$ cat config.mk
export PLATFORM = sky130hd
export DESIGN_NAME = banco_ctrl
export DESIGN_NICKNAME = d
export VERILOG_FILES = /design/src/rtl/banco_pkg.sv /design/src/rtl/banco_ctrl_debounce_cnt.sv /design/src/rtl/banco_ctrl.sv
export SDC_FILE = /design/constraint.sdc
export NUM_CORES = 1
export LEC_CHECK = 0
export ABC_AREA = 1
export BUFFER_PORTS_ARGS = -buffer_cell sky130_fd_sc_hd__buf_2
export CAP_MARGIN = 20
export CORE_MARGIN = 2
export CORE_UTILIZATION = 50
export DETAILED_ROUTE_END_ITERATION = 10
export PLACE_DENSITY_LB_ADDON = 0.05
export SYNTH_ARGS = -nofsm -noshare
export SYNTH_HDL_FRONTEND = slang
export SYNTH_SLANG_ARGS = --single-unit
$ cat constraint.sdc
create_clock -name clk -period 3.74 [get_ports clk]
set_clock_uncertainty 0.1 [all_clocks]
set_input_delay 0.374 -clock clk [delete_from_list [all_inputs] [get_ports clk]]
set_output_delay 0.374 -clock clk [all_outputs]
set_load 0.005 [all_outputs]
$ cat src/rtl/banco_pkg.sv
// banco_pkg: shared state encoding and defaults for the colour-bank write controller
package banco_pkg;
  localparam int DEB_CYCLES_DEF = 1000000;
  typedef enum logic [2:0] {
    ST_IDLE     = 3'd0,
    ST_DEBOUNCE = 3'd1,
    ST_READ     = 3'd2,
    ST_WAIT_RD  = 3'd3,
    ST_WRITE    = 3'd4,
    ST_HOLD     = 3'd5,
    ST_CLEAR    = 3'd6
  } state_e;
  function automatic int cnt_w(input int d);
    return d > 1 ? $clog2(d) : 1;
  endfunction
endpackage

$ cat src/rtl/banco_ctrl_debounce_cnt.sv
// debounce_cnt: stability counter shared by press and release debounce; done flags DEB_CYCLES-1
module debounce_cnt
  import banco_pkg::*;
#(
  parameter int DEB_CYCLES = DEB_CYCLES_DEF
) (
  input  logic clk,
  input  logic rst,
  input  logic clr,
  input  logic en,
  output logic done
);
  localparam int CW = cnt_w(DEB_CYCLES);
  logic [CW-1:0] cnt_q;
  assign done = cnt_q == CW'(DEB_CYCLES - 1);
  always_ff @(posedge clk or posedge rst)
    if (rst) cnt_q <= '0;
    else if (clr) cnt_q <= '0;
    else if (en && !done) cnt_q <= cnt_q + CW'(1);
endmodule

$ cat src/rtl/banco_ctrl.sv
// banco_ctrl: keypad-driven read-modify-write and full-clear arbiter for the colour bank write port
module banco_ctrl
  import banco_pkg::*;
#(
  parameter int ADDR_W     = 4,
  parameter int DATA_W     = 3,
  parameter int DEB_CYCLES = DEB_CYCLES_DEF
) (
  input  logic              clk,
  input  logic              rst,
  input  logic [ADDR_W-1:0] key_pos,
  input  logic              key_opr,
  input  logic              clr_req,
  output logic [ADDR_W-1:0] rd_addr,
  input  logic [DATA_W-1:0] rd_data,
  output logic              wr_en,
  output logic [ADDR_W-1:0] wr_addr,
  output logic [DATA_W-1:0] wr_data,
  output logic              key_valid,
  output logic              busy
);
  state_e state_q;
  logic [ADDR_W-1:0] pos_q, swp_q, rd_addr_q, wr_addr_q;
  logic [DATA_W-1:0] wr_data_q;
  logic wr_en_q, key_valid_q, busy_q, clr_pend_q;
  logic deb_en, deb_clr, deb_done;
  assign rd_addr   = rd_addr_q;
  assign wr_en     = wr_en_q;
  assign wr_addr   = wr_addr_q;
  assign wr_data   = wr_data_q;
  assign key_valid = key_valid_q;
  assign busy      = busy_q;
  // In HOLD a high key restarts the release count; elsewhere the counter sits at zero
  assign deb_en  = state_q == ST_DEBOUNCE || state_q == ST_HOLD;
  assign deb_clr = !deb_en || (state_q == ST_HOLD && key_opr);
  debounce_cnt #(.DEB_CYCLES(DEB_CYCLES)) u_deb (
    .clk (clk),
    .rst (rst),
    .clr (deb_clr),
    .en  (deb_en),
    .done(deb_done)
  );
  always_ff @(posedge clk or posedge rst)
    if (rst) begin
      state_q     <= ST_IDLE;
      pos_q       <= '0;
      swp_q       <= '0;
      rd_addr_q   <= '0;
      wr_addr_q   <= '0;
      wr_data_q   <= '0;
      wr_en_q     <= 1'b0;
      key_valid_q <= 1'b0;
      busy_q      <= 1'b0;
      clr_pend_q  <= 1'b0;
    end else begin
      wr_en_q     <= 1'b0;
      rd_addr_q   <= '0;
      key_valid_q <= 1'b0;
      if (clr_req && state_q != ST_IDLE && state_q != ST_CLEAR) clr_pend_q <= 1'b1;
      case (state_q)
        ST_IDLE:
          if (clr_req || clr_pend_q) begin
            state_q <= ST_CLEAR;
            swp_q   <= '0;
            busy_q  <= 1'b1;
          end else if (key_opr) begin
            state_q <= ST_DEBOUNCE;
            pos_q   <= key_pos;
            busy_q  <= 1'b1;
          end
        ST_DEBOUNCE:
          if (!key_opr || key_pos != pos_q) begin
            state_q <= ST_IDLE;
            busy_q  <= 1'b0;
          end else if (deb_done) begin
            state_q   <= ST_READ;
            rd_addr_q <= pos_q;
          end
        ST_READ: begin
          state_q   <= ST_WAIT_RD;
          rd_addr_q <= pos_q;
        end
        // rd_addr has been stable a full cycle here, so a registered bank read is ready too
        ST_WAIT_RD: begin
          state_q   <= ST_WRITE;
          wr_en_q   <= 1'b1;
          wr_addr_q <= pos_q;
          wr_data_q <= rd_data + DATA_W'(1);
        end
        ST_WRITE: begin
          state_q     <= ST_HOLD;
          key_valid_q <= key_opr;
        end
        ST_HOLD:
          if (!key_opr && deb_done) begin
            state_q <= ST_IDLE;
            busy_q  <= 1'b0;
          end else key_valid_q <= key_opr;
        ST_CLEAR:
          if (wr_en_q && wr_addr_q == '1) begin
            state_q    <= ST_IDLE;
            busy_q     <= 1'b0;
            clr_pend_q <= 1'b0;
          end else begin
            wr_en_q   <= 1'b1;
            wr_addr_q <= swp_q;
            wr_data_q <= '0;
            swp_q     <= swp_q + ADDR_W'(1);
          end
        default: begin
          state_q <= ST_IDLE;
          busy_q  <= 1'b0;
        end
      endcase
    end
endmodule
==> results of run 1 <==
==> registers in the layout, indices dropped and copies added, names as in the netlist, 3 cells and up <==
register     count
rd_addr          4
wr_addr          4
wr_data          3
u_deb.cnt_q     20
swp_q            4
pos_q            4
state_q          3
==> cells by family (layout without fill, tap and decap cells) <==
family	Yosys count	after routing	synth area share
DFF	46	46	0.466
and+or+nand+nor	194	194	0.331
AOI/OAI and AO/OA	35	35	0.0785
adders and majority gates	3	3	0.0152
buffers and inverters	49	80	0.0770
xor gates and xnor gates	9	9	0.0319
==> worst min-delay path by stage <==
stage,start,end,slack [ns],cells after the start
3_3_place_gp,busy$_DFFE_PP0P_,busy$_DFFE_PP0P_,0.35,2
4_1_cts,rd_data[0],wr_data[0]$_DFFE_PP0P_,0.19,2
5_1_grt,rd_data[0],wr_data[0]$_DFFE_PP0P_,0.21,2
3_5_place_dp,busy$_DFFE_PP0P_,busy$_DFFE_PP0P_,0.36,2
6_report,rd_data[0],wr_data[0]$_DFFE_PP0P_,0.19,2
2_1_floorplan,busy$_DFFE_PP0P_,busy$_DFFE_PP0P_,0.36,2
==> through the flow <==
step	util	power [uW]
after floorplan	-	1100
after global placement	0.559	1240
after detailed placement	0.559	1260
after CTS	0.578	1570
after global routing	0.584	1700
final	0.584	1560
==> routing by layer <==
| layer | vias up | wire length [um] | track usage |
|---|---|---|---|
| met5 | - | 0 | 0 |
| met4 | 0 | 85 | 0.0933 |
| met3 | 9 | 132 | 0.0339 |
| met2 | 35 | 2690 | 0.388 |
| met1 | 971 | 2280 | 0.259 |
| li1 | 1119 | - | - |
==> power groups by stage <==
stage               Clock, uW  Sequential, uW  Combinational [uW]
finish                    310             722                 524
global route              339             746                 613
CTS                       321             723                 530
detailed placement          0             733                 526
global placement            0             726                 518
floorplan                   0             717                 387
==> area by class of cell <==
class / count / area share
Inverter: 46 / 0.0622
Clock buffer: 7 / 0.0311
Timing Repair Buffer: 26 / 0.0541
Multi-Input combinational cell: 241 / 0.406
Clock inverter: 1 / 0.00180
Tap cell: 67 / 0.0302
Sequential cell: 46 / 0.414
==> repair_timing <==
action,4_1_cts,5_1_grt
hold buffers,0,1
endpoints found under the hold margin,0,2
buffers inserted,0,0
==> cells in the final DEF, fill, tap and decap left out, types with 3 or more instances in the layout <==
cell type	synthesis	layout
a21oi_1	8	8
a31oi_1	3	3
buf_2	2	24
clkbuf_8	0	6
dfrtp_1	46	46
ha_1	3	3
inv_1	43	42
nand2_1	84	84
nand3_1	32	32
nand4_1	4	4
nor2_1	58	58
nor3_1	12	12
o21ai_0	17	17
xor2_1	7	7
==> critical path: cells and delay by family, from the launching register on <==
kind,cells,cell delay (ns)
AO/OA/AOI/OAI,1,0.44
flip-flops,1,0.45
buffers and inverters,3,0.60
AND/OR/NAND/NOR,2,0.40
==> results.cfg, run 1 <==
[clocking]
htree_levels = 2
cts_inserted_buffers = 5
cts-resized-gates = 0
cts.clk_slew.worst_paths_ns = 0.08
cts.sinks = 46
worstSkewPairLatency_ns = 0.30
cts_tree = yes
root_buffer = clkbuf_8
clockBufferDepth = 2

[sta]
setup_viol = 0
fmax_ghz = 0.484
tightest_slew_ns = 0.571
drv_slew = 0
holdWs_ns = 0.193
fin_crit_sh = 0.553
rsz0062_at_grt = no
post-route-min-period_ns = 2.07
relSlewSlack = 0.619
tns_ns = 0
setup_ws_ns = 1.67
timing.final.hold_violations = 0

[critical_path]
endpoint = u_deb.cnt_q[7]$_DFFE_PP0P_
critical_path_arrival_ns = 2.19
r2r_setup_slack_ns = 1.67
cp-start-kind = flop
crit_type = reg -> reg
worstSetupStartpoint = state_q[0]$_DFFE_PP0P_
r2r-end = u_deb.cnt_q[7]$_DFFE_PP0P_
cp_slowest_cell = dfrtp_1
cp-end-kind = flop
r2r-start = state_q[0]$_DFFE_PP0P_
ff2ff_path_depth = 6
cpPeakStageDelay_ns = 0.45
crit_path_cell_trace = inv_1 > nor2_1 > inv_1 > a21oi_2 > clkinv_1 > nor3_1
path_max_fanout = 14
required_ns = 3.86
cpMostUsedCell = inv_1

[synth]
syn_nets = 350
yosysUniqueCellTypes = 26
synth_top_cells_by_area = dfrtp_1, nand2_1, nor2_1
synth_area_mm2 = 0.00247
synth-async-reset-ratio = 1.00
synth_top_area_share = 0.466
yosys_warnings = 0
synth_area_per_cell_um2 = 7.35
synth_seq_cells = 46
synth_edf_count = 0
synth_common_cells = nand2_1, nor2_1, dfrtp_1, inv_1, nand3_1
syn_inst = 336
synth.yosys.seq_area_share = 0.466
yosys_most_used_dff = dfrtp_1
yosysMostFrequentCell = nand2_1
synth_top_cell_by_area = dfrtp_1

[finish]
multiInputGateArea_mm2 = 0.00113
n_fill_cell = 472
drive_above_1_share = 0.109
syn2layout_area_growth_pct = 12.5
design_area_mm2 = 0.00278
diodes = 0
seqCellArea_mm2 = 0.00115
final_cells = 434
finalNetCount = 380

[power_and_ir_drop]
power.internal_uw = 958
pwr-share-clk = 0.199
p_sw_uw = 598
switching_share = 0.384
combPwrFrac = 0.337
cellPowerDensity_mw_per_mm2 = 560
peakVddDrop_uv = 368
sequentialPowerShare = 0.464
power_leakage_uw = 0.00134

[global_route]
grt_pass1_vias = 2058
antenna_found_initial = 0
grt_usage = 0.217
grt_start_max_net_pins = 47
grt_overflow = 0
grt_pass1_wl_mm = 9.12

[route]
first_pass_iters = 4
routed_via_density = 4.92
drtAntennaViolNets = 0
drt_iter0_drc = 109
wl_per_cell_um = 12.0
wirelength_mm = 5.19
vias = 2134
route.detailed.drc = 0

[floorplanning]
start_util = 0.519
die-width_um = 74.3
fp.dieH_um = 74.3
fp.coreArea_mm2 = 0.00475
die-area_mm2 = 0.00552
row_count = 25
io_pins = 25

[placement]
place.gp.congestion = 0.876
hpwl_mm = 3.97
port_buffers = 24
pre_cts_ws_ns = 1.65
post_dp_cell_area_mm2 = 0.00266
dp.cells = 424

[flow_run]
drv_cap = 0

[worst_hold_path]
hold_path.class = in -> reg

[run_status]
status = completed
Power figures use the tool's default switching activity.
==> run 2: changes to the inputs <==
--- a/config.mk
+++ b/config.mk
@@ -5,7 +5,7 @@
 export SDC_FILE = /design/constraint.sdc
 export NUM_CORES = 1
 export LEC_CHECK = 0
-export ABC_AREA = 1
+export ABC_AREA = 0
 export BUFFER_PORTS_ARGS = -buffer_cell sky130_fd_sc_hd__buf_2
 export CAP_MARGIN = 20
 export CORE_MARGIN = 2
==> constraint.sdc (replaced) <==
create_clock -name clk -period 1.8 [get_ports clk]
set_clock_uncertainty 0.1 [all_clocks]
set_input_delay 0.18 -clock clk [delete_from_list [all_inputs] [get_ports clk]]
set_output_delay 0.18 -clock clk [all_outputs]
set_load 0.005 [all_outputs]
==> results.cfg, run 2 <==
[run_status]
status = completed

[clocking]
root_buffer = clkbuf_8
worstSkewPairLatency_ns = 0.30
cts.sinks = 46
cts.clk_slew.worst_paths_ns = 0.08
htree_levels = 2
cts_inserted_buffers = 5
cts_tree = yes
clockBufferDepth = 2

[route]
wl_met1_mm = 2.67
routed_via_density = 5.57
wirelength_mm = 5.19
wl_per_cell_um = 14.8
wl_met2_mm = 2.20
top_layer = met4
wl_met3_um = 265
drtAntennaViolNets = 0
route.detailed.drc = 0
first_pass_iters = 4
drt_iter0_drc = 120
vias = 1954

[synth]
yosys_most_used_dff = dfrtp_1
synth_top_cell_by_area = dfrtp_1
synth_area_mm2 = 0.00233
synth_top_cells_by_area = dfrtp_1, xor2_1, nor2_1
synth_common_cells = dfrtp_1, nor2_1, nand2_1, nand3_1
synth.yosys.seq_area_share = 0.494
synth_top_area_share = 0.494
yosysUniqueCellTypes = 45
yosysMostFrequentCell = dfrtp_1
synth-async-reset-ratio = 1.00
syn_nets = 253
synth_edf_count = 0
synth_area_per_cell_um2 = 9.75
synth_seq_cells = 46
yosys_warnings = 0
syn_inst = 239

[global_route]
grt_start_max_net_pins = 30
antenna_found_initial = 0
grt_pass1_vias = 1870
grt_usage = 0.215
grt_pass1_wl_mm = 8.68
grt_overflow = 0

[critical_path]
path_max_fanout = 6
cp_top_family = simple AND/OR/NAND/NOR gates
crit_type = reg -> reg
cp-end-kind = flop
r2r-start = u_deb.cnt_q[8]$_DFFE_PP0P_
required_ns = 1.89
critical_path_arrival_ns = 1.89
crit_path_cell_trace = and4bb_2 > nand4_4 > nor3_2 > buf_4 > nor2_2 > a211o_1
worstSetupStartpoint = u_deb.cnt_q[8]$_DFFE_PP0P_
cp-start-kind = flop
cpPeakStageDelay_ns = 0.43
cp_slowest_cell = dfrtp_1
crit_buf_inv = 1

[floorplanning]
row_count = 24
die-area_mm2 = 0.00522
start_util = 0.528
fp.coreArea_mm2 = 0.00441
io_pins = 25
die-width_um = 72.3
fp.dieH_um = 72.3

[sta]
drv_slew = 0
relSlewSlack = 0.709
post-route-min-period_ns = 1.80
timing.final.hold_violations = 0
fin_crit_sh = 1.00
rsz0062_at_grt = yes
holdWs_ns = 0.0118
tightest_slew_ns = 0.437
setup_viol = 0
fmax_ghz = 0.556

[placement]
post_dp_cell_area_mm2 = 0.00275
place.gp.congestion = 0.839
hpwl_mm = 3.76
port_buffers = 24

[flow_run]
drv_cap = 0

[power_and_ir_drop]
cellPowerDensity_mw_per_mm2 = 1010
power_leakage_uw = 0.00144
peakVddDrop_uv = 614
power_uw = 3080

[finish]
design_area_mm2 = 0.00304
syn2layout_area_growth_pct = 30.7
regMostFlops = u_deb.cnt_q
final_util = 0.690
mostFrequentLayoutCells = dfrtp_1, buf_4, nor2_1, buf_2, nand2_1
largest_reg_flops = 20
drive_above_1_share = 0.324
finalNetCount = 312
layout_commonest_cell = dfrtp_1
diodes = 0

[worst_hold_path]
hold_start = rd_data[0]
hold_path.class = in -> reg
## run 2: per-layer routing
metal  vias to the layer above  global-route usage
li1                        964                   -
met1                       941               0.332
met2                        45               0.307
met3                         4              0.0361
met4                         0              0.0713
met5                         -                   0
## run 2: path summary, 6_finish.rpt
kind | to | slack (ns) | depth (start not counted)
max | state_q[2]$_DFFE_PP0P_ | 0.00004 | 6
min | wr_data[0]$_DFFE_PP0P_ | 0.01 | 2
max reg2reg | state_q[2]$_DFFE_PP0P_ | 0.00004 | 6
min reg2reg | wr_addr[0]$_DFFE_PP0P_ | 0.40 | 2
max in group asynchronous | state_q[0]$_DFFE_PP0P_ | 0.80 | 4
min in group asynchronous | u_deb.cnt_q[12]$_DFFE_PP0P_ | 0.31 | 3
## run 2: area by class of cell
cell class,instances,area [um^2]
Timing Repair Buffer,59,405
Multi-Input combinational cell,183,1270
Inverter,3,11.3
Clock buffer,6,82.6
Fill cell,359,1370
Clock inverter,2,60.1
Sequential cell,46,1150
Tap cell,52,65.1
## run 2: kinds of logic (layout without fill, tap and decap cells)
group | Yosys count | after routing | synth area share
compound gates | 43 | 44 | 0.114
xor+xnor | 18 | 18 | 0.0677
fa+ha+maj | 3 | 3 | 0.0161
buf+inv | 11 | 70 | 0.0204
flops | 46 | 46 | 0.494
mux | 9 | 9 | 0.0408
simple gates | 109 | 109 | 0.247
## run 2: power breakdown
group	total, uW	internal (uW)	switching (uW)
Combinational	855	376	479
Sequential	1290	1180	115
Clock	937	592	345
Total	3080	2140	939
## run 2: stage by stage
stage,setup TNS [ns],std cells,worst slack [ns]
after floorplan,0,239,0.0143
final,0,351,0.0000382
after detailed placement,-0.149,341,-0.0614
after global placement,-0.0300,341,-0.0187
after CTS,-0.0739,349,-0.0349
after global routing,-0.514,351,-0.0899
## run 2: timing repair
| action | 4_1_cts | 5_1_grt |
|---|---|---|
| endpoints found under the setup margin | 6 | 29 |
| setup buffers | 0 | 1 |
| pin swaps | 3 | 18 |
| gates resized for setup | 4 | 23 |
| hold endpoints to repair | 17 | 0 |
| hold buffers | 1 | 0 |
| gates cloned | 0 | 1 |
